### config.mk
export PLATFORM = sky130hd
export DESIGN_NAME = instr_encoder_loader
export DESIGN_NICKNAME = d
export VERILOG_FILES = /design/src/rtl/instr_encoder_loader.sv
export SDC_FILE = /design/constraint.sdc
export NUM_CORES = 1
export LEC_CHECK = 0
export ABC_AREA = 1
export ABC_CLOCK_PERIOD_IN_PS = 3000
export CAP_MARGIN = 30
export CELL_PAD_IN_SITES_DETAIL_PLACEMENT = 1
export CELL_PAD_IN_SITES_GLOBAL_PLACEMENT = 1
export CORE_MARGIN = 2
export CORE_UTILIZATION = 33
export CTS_CLUSTER_DIAMETER = 60
export CTS_CLUSTER_SIZE = 28
export DETAILED_ROUTE_END_ITERATION = 16
export PLACE_DENSITY = 0.84
export SLEW_MARGIN = 20
export SYNTH_ARGS = -nofsm -noshare
export SYNTH_HDL_FRONTEND = slang
export SYNTH_SLANG_ARGS = --single-unit
### constraint.sdc
create_clock -name clk -period 3 [get_ports clk]
set_input_delay 0.9 -clock clk [delete_from_list [all_inputs] [get_ports clk]]
set_output_delay 0.9 -clock clk [all_outputs]
set_load 0.01 [all_outputs]
### src/rtl/instr_encoder_loader.sv
// Packs decoded-instruction tuples into RV32I words and streams them into
// instruction memory from word 0, terminating each session with a halt word.
module instr_encoder_loader #(
  parameter int unsigned DEPTH  = 256,
  parameter int unsigned ADDR_W = 32
) (
  input  logic              clk,
  input  logic              rst,
  input  logic              start,
  input  logic              op_valid,
  output logic              op_ready,
  input  logic              op_last,
  input  logic [2:0]        op_cls,
  input  logic [3:0]        op_alu,
  input  logic [4:0]        op_rd,
  input  logic [4:0]        op_rs1,
  input  logic [4:0]        op_rs2,
  input  logic [12:0]       op_imm,
  output logic              imem_we,
  output logic [ADDR_W-1:0] imem_addr,
  output logic [31:0]       imem_wdata,
  output logic              busy,
  output logic              done,
  output logic              err,
  output logic              overflow,
  output logic [15:0]       word_count
);

  localparam int unsigned WC_W = 16;
  localparam logic [WC_W-1:0] LAST_SLOT = WC_W'(DEPTH - 1);
  localparam logic [31:0] HALT_WORD = 32'h0000_006F;

  localparam logic [6:0] OPC_R      = 7'b0110011;
  localparam logic [6:0] OPC_I      = 7'b0010011;
  localparam logic [6:0] OPC_LOAD   = 7'b0000011;
  localparam logic [6:0] OPC_STORE  = 7'b0100011;
  localparam logic [6:0] OPC_BRANCH = 7'b1100011;

  typedef enum logic [1:0] {S_IDLE, S_RUN, S_FLUSH, S_DONE} state_t;

  state_t state, state_nxt;

  logic [2:0]  f3;
  logic [6:0]  f7;
  logic        imm_fits;
  logic        is_shift;
  logic        legal;
  logic [31:0] enc;

  // ALUOp code to funct3/funct7, matching the core's decoder
  always_comb begin
    f3 = 3'b000;
    f7 = 7'b0000000;
    case (op_alu)
      4'd0: f3 = 3'b000;
      4'd1: begin f3 = 3'b000; f7 = 7'b0100000; end
      4'd2: f3 = 3'b111;
      4'd3: f3 = 3'b110;
      4'd4: f3 = 3'b100;
      4'd5: f3 = 3'b001;
      4'd6: f3 = 3'b101;
      4'd7: begin f3 = 3'b101; f7 = 7'b0100000; end
      4'd8: f3 = 3'b010;
      4'd9: f3 = 3'b011;
      default: f3 = 3'b000;
    endcase
  end

  // Legality check and word packing for the tuple currently presented
  always_comb begin
    imm_fits = (op_imm[12] == op_imm[11]);
    is_shift = (op_alu == 4'd5) || (op_alu == 4'd6) || (op_alu == 4'd7);
    legal    = 1'b0;
    enc      = 32'h0;
    case (op_cls)
      3'd0: begin
        legal = (op_alu <= 4'd9);
        enc   = {f7, op_rs2, op_rs1, f3, op_rd, OPC_R};
      end
      3'd1: begin
        legal = (op_alu <= 4'd9) && (op_alu != 4'd1) && imm_fits;
        enc   = is_shift ? {f7, op_imm[4:0], op_rs1, f3, op_rd, OPC_I}
                         : {op_imm[11:0], op_rs1, f3, op_rd, OPC_I};
      end
      3'd2: begin
        legal = imm_fits;
        enc   = {op_imm[11:0], op_rs1, 3'b010, op_rd, OPC_LOAD};
      end
      3'd3: begin
        legal = imm_fits;
        enc   = {op_imm[11:5], op_rs2, op_rs1, 3'b010, op_imm[4:0], OPC_STORE};
      end
      3'd4: begin
        legal = !op_imm[0] && !op_alu[3] && (op_alu[2:1] != 2'b01);
        enc   = {op_imm[12], op_imm[10:5], op_rs2, op_rs1, op_alu[2:0],
                 op_imm[4:1], op_imm[11], OPC_BRANCH};
      end
      default: begin
        legal = 1'b0;
        enc   = 32'h0;
      end
    endcase
  end

  logic              accept;
  logic              we_nxt;
  logic [ADDR_W-1:0] addr_nxt;
  logic [31:0]       wdata_nxt;
  logic [WC_W-1:0]   wc_nxt;
  logic [WC_W-1:0]   wc_inc;
  logic              err_nxt;
  logic              ovf_nxt;
  logic              ready_nxt;
  logic              busy_nxt;
  logic              done_nxt;

  // Next-state and next-output logic; all outputs are registered below
  always_comb begin
    state_nxt = state;
    we_nxt    = 1'b0;
    addr_nxt  = imem_addr;
    wdata_nxt = imem_wdata;
    wc_nxt    = word_count;
    err_nxt   = err;
    ovf_nxt   = overflow;
    wc_inc    = WC_W'(word_count + 16'd1);
    accept    = (state == S_RUN) && op_valid && op_ready;
    case (state)
      S_IDLE, S_DONE: begin
        if (start) begin
          state_nxt = S_RUN;
          addr_nxt  = '0;
          wc_nxt    = '0;
          err_nxt   = 1'b0;
          ovf_nxt   = 1'b0;
        end
      end
      S_RUN: begin
        if (accept) begin
          if (legal) begin
            we_nxt    = 1'b1;
            addr_nxt  = ADDR_W'({word_count, 2'b00});
            wdata_nxt = enc;
            wc_nxt    = wc_inc;
            if (wc_inc == LAST_SLOT) begin
              ovf_nxt   = 1'b1;
              state_nxt = S_FLUSH;
            end
          end else begin
            err_nxt = 1'b1;
          end
          if (op_last) state_nxt = S_FLUSH;
        end
      end
      S_FLUSH: begin
        we_nxt    = 1'b1;
        addr_nxt  = ADDR_W'({word_count, 2'b00});
        wdata_nxt = HALT_WORD;
        wc_nxt    = wc_inc;
        state_nxt = S_DONE;
      end
      default: state_nxt = S_IDLE;
    endcase
    ready_nxt = (state_nxt == S_RUN) && (wc_nxt < LAST_SLOT);
    busy_nxt  = (state_nxt == S_RUN) || (state_nxt == S_FLUSH);
    done_nxt  = (state_nxt == S_DONE);
  end

  always_ff @(posedge clk or posedge rst) begin
    if (rst) begin
      state      <= S_IDLE;
      op_ready   <= 1'b0;
      imem_we    <= 1'b0;
      imem_addr  <= '0;
      imem_wdata <= '0;
      busy       <= 1'b0;
      done       <= 1'b0;
      err        <= 1'b0;
      overflow   <= 1'b0;
      word_count <= '0;
    end else begin
      state      <= state_nxt;
      op_ready   <= ready_nxt;
      imem_we    <= we_nxt;
      imem_addr  <= addr_nxt;
      imem_wdata <= wdata_nxt;
      busy       <= busy_nxt;
      done       <= done_nxt;
      err        <= err_nxt;
      overflow   <= ovf_nxt;
      word_count <= wc_nxt;
    end
  end

endmodule
==> impl_summary.txt <==
----------------------------------------------------
[Final layout]
  Area Overhead vs Synth ... 40.99%
  Total inserted antenna cells ... 0
  Area of all placed cells without fillers ... 6030 um2
  Fillers ... 1626
  Multi-input gate area ... 2090 um2
  FF+latch area ... 1754 um2
  Net count, final ... 790
  Final Core Density ... 47.78%
  Ratio of cells with drive above 1 in the final layout ... 12.02%

[Detailed routing]
  Detailed-router iteration count before antenna repair ... 5
  Post-route antenna net violation count ... 0
  DR WL/cell ... 16.33 um
  Average vias per placed instance ... 4.922
  Vias ... 4533
  DRC errors left ... 0
  Violation count after the first detailed-routing iteration ... 254
  Total length of routed wires ... 15.04 mm

[Power and ir drop]
  Proportion of total power due to net switching ... 45.18%
  Total leakage power ... 0.003009 uW
  Worst voltage drop across the vdd grid ... 0.4639 mV
  Power per cell area ... 943.4 nW/um2
  Combinational share of power ... 55.9%
  Internal Dissipation ... 3118 uW
  Clock share of power ... 17.6%
  Switching Power ... 2570 uW
  Seq pwr share ... 26.6%

[Logic synthesis]
  Prevailing post-synth register cell ... dfrtp_1
  Area share of the largest cell type after synthesis ... 40.96%
  Number of synthesized flops with an enable pin ... 0
  Most used standard cell by instance count after synthesis ... nand2_1
  Fraction of synthesis flops using an asynchronous set or reset pin ... 100.0%
  Top post-synthesis cells by area ... dfrtp_1, nand2_1, o21ai_0
  Library cell with the largest summed area after synthesis ... dfrtp_1
  Leading cell types by count after synthesis ... nand2_1, inv_1, dfrtp_1, o21ai_0
  Synth Area per Inst ... 7.022 um2
  Number of unique standard cell types used by synthesis ... 39
  Mapped cell area ... 4277 um2
  Cell count after synthesis ... 609
  Count of warnings emitted by yosys ... 0
  Part of the Yosys area used for sequential elements ... 40.96%
  Register bit total from synthesis ... 70

[STA]
  Post-layout min period ... 2.784 ns
  Final setup violating endpoints ... 0
  Final Cycle Share ... 92.79%
  Worst-case headroom to the max-slew limit ... 63.96%
  Unrepaired setup endpoints after global routing ... no
  Worst-case clock skew ... 0.007600 ns
  Final Hold Viols ... 0
  Fmax ... 0.3592 GHz
  Max Transition Viols Final ... 0
  Worst hold-check slack ... 0.4806 ns
  Slew at the pin closest to its max-slew limit ... 0.5407 ns

[Critical path]
  WS Path Type ... in -> reg
  Register-to-register setup slack ... 0.31 ns
  Crit path buffers/inverters ... 3
  Delay of the slowest cell on the worst path ... 0.49 ns
  Type of destination of the critical path ... flip-flop
  Arrival time worst endpoint ... 3.06 ns
  Category of the worst setup path launch point ... input pin
  Worst EP required ... 3.27 ns
  Worst-path fanout max ... 4
  Worst path cell trace ... clkdlybuf4s50_1, inv_1, nor2_1, nand2_1, nand4_1, nand3_4, nand2_4, inv_4, nand3_2, nand3b_1, a21oi_2, ha_2, nand3_1, nor2_2, nand3_1, nor2_1
  Standard cell with the maximum stage delay on the critical path ... clkdlybuf4s50_1
  Kind of cell adding the most delay to the critical path ... simple AND/OR/NAND/NOR gates

[Die]
  DIE AREA ... 13890 um2
  I/O pin count ... 126
  Number of rows created at floorplan ... 41
  Die Height ... 117.8 um
  Core ar. ... 12620 um2
  Die outline width ... 117.8 um
  Initial cell density of the core ... 33.89%

[Status]
  Outcome ... completed

[Placement]
  Area post-placement ... 5684 um2
  Port buffer count ... 109
  Routability Congestion ... 0.9034
  HPWL after DPL ... 11.97 mm

[Clock network]
  Number of H-tree branching levels ... 3
  Register clock-pin slew on the reported worst setup and hold paths ... 0.06 ns
  Clock tree sinks ... 70
  Root Driver ... clkbuf_16
  Clock latency at the later pin of the worst-skew pair ... 0.34 ns
  Bufs on Longest Clock Path ... 2
  Total CTS buffers ... 9
  Number of buffers inserted for hold repair after clock tree synthesis ... 0
  TritonCTS clock tree ... yes

[GRT]
  Vias in the first global route ... 4778
  Global-route total usage across every layer ... 22.07%
  Total overflow reported by the global router ... 0
  Global-route wire length before repair ... 24.62 mm
  Maximum number of pins on one net before global-route repair ... 50
  Number of antenna violations at the first check in global routing ... 0

[Min path]
  Path class of the lowest-slack min-delay path ... reg -> reg

[Run]
  Max-cap check violation count ... 0

----------------------------------------------------
logic make-up (layout without fill, tap and decap cells):
group	after synthesis	after routing	synth area share, %
buffers and inverters	116	241	12.40
AOI/OAI and AO/OA	100	100	12.79
and+or+nand+nor	313	313	31.39
other	1	16	0.08769
xor gates and xnor gates	3	3	0.6145
adders and majority gates	6	6	1.755
DFF	70	70	40.96
worst paths after layout:
check / startpoint / to / cells past startpoint
worst min-delay path: imem_wdata[20] / imem_wdata[20] / 2
worst max register to register: word_count[5] / op_ready / 15
worst max-delay path: op_alu[0] / op_ready / 16
worst min register to register: imem_wdata[20] / imem_wdata[20] / 2
min in group asynchronous: rst / imem_wdata[28] / 2
max in group asynchronous: rst / imem_addr[15] / 3
cells in the final DEF, fill, tap and decap left out, types with 3 or more instances in the layout:
cell type	count
nand2_1	194
clkdlybuf4s50_1	103
inv_1	74
dfrtp_1	68
o21ai_0	57
nor2_1	40
nand3_1	40
buf_4	36
conb_1	16
o21ai_1	14
a21oi_1	10
clkbuf_16	9
nand4_1	8
o22ai_1	8
nor2_2	6
dlymetal6s2s_1	6
nand2_2	5
ha_1	5
inv_2	4
a21oi_2	4
or2_2	4
nand2_4	3
flip-flops by register name (all words and copies together), names as in the netlist:
name	cells
state	2
op_ready	1
busy	1
word_count	16
overflow	1
done	1
imem_addr	16
err	1
imem_we	1
imem_wdata	30
cell type report:
type / instances / area share, %
clock inverter: 6 / 0.7678
clock buffer: 10 / 3.797
tap: 172 / 3.569
sequential: 70 / 29.09
timing repair buffer: 146 / 23.16
inverter: 79 / 4.960
multi-input combinational: 438 / 34.65
power by group through the flow:
stage               sequential, uW  combinational (uW)  clock, uW
detailed placement            1520                3120          0
floorplan                     1610                1550          0
finish                        1510                3180        998
global placement              1510                3010          0
global route                  1560                3510       1060
CTS                           1510                3140       1020
worst reg2reg max path, stage by stage, from the launching register on:
cell	delay [ns]
dfrtp_1	0.48
nand2_1	0.15
nor2_1	0.19
nand2_1	0.12
xor2_1	0.27
a21boi_0	0.23
nand4_1	0.10
nor2_1	0.24
nand3_2	0.12
nand3b_1	0.14
a21oi_2	0.08
ha_2	0.19
nand3_1	0.09
nor2_2	0.05
nand3_1	0.08
nor2_1	0.05
layer usage:
layer	up-vias	track usage, %	wire (um)
li1	2170	-	-
met1	2230	29.37	6784
met2	113	36.88	7316
met3	20	3.149	633
met4	0	7.380	306
met5	-	0	0
per-stage QoR:
step	cells	TNS (ns)	setup slack, ns	power [uW]
after floorplan	624	0	0.3318	3154
after global placement	903	-0.1329	-0.1329	4520
after detailed placement	903	-0.3861	-0.3045	4639
after CTS	919	0	0.03507	5678
after global routing	921	0	0.002883	6132
final	921	0	0.2163	5688
repair_timing:
item,CTS,global route
endpoints found under the setup margin,0,3
resized for setup,0,20
setup buffers,0,2
(Power assumes the default switching activity.)
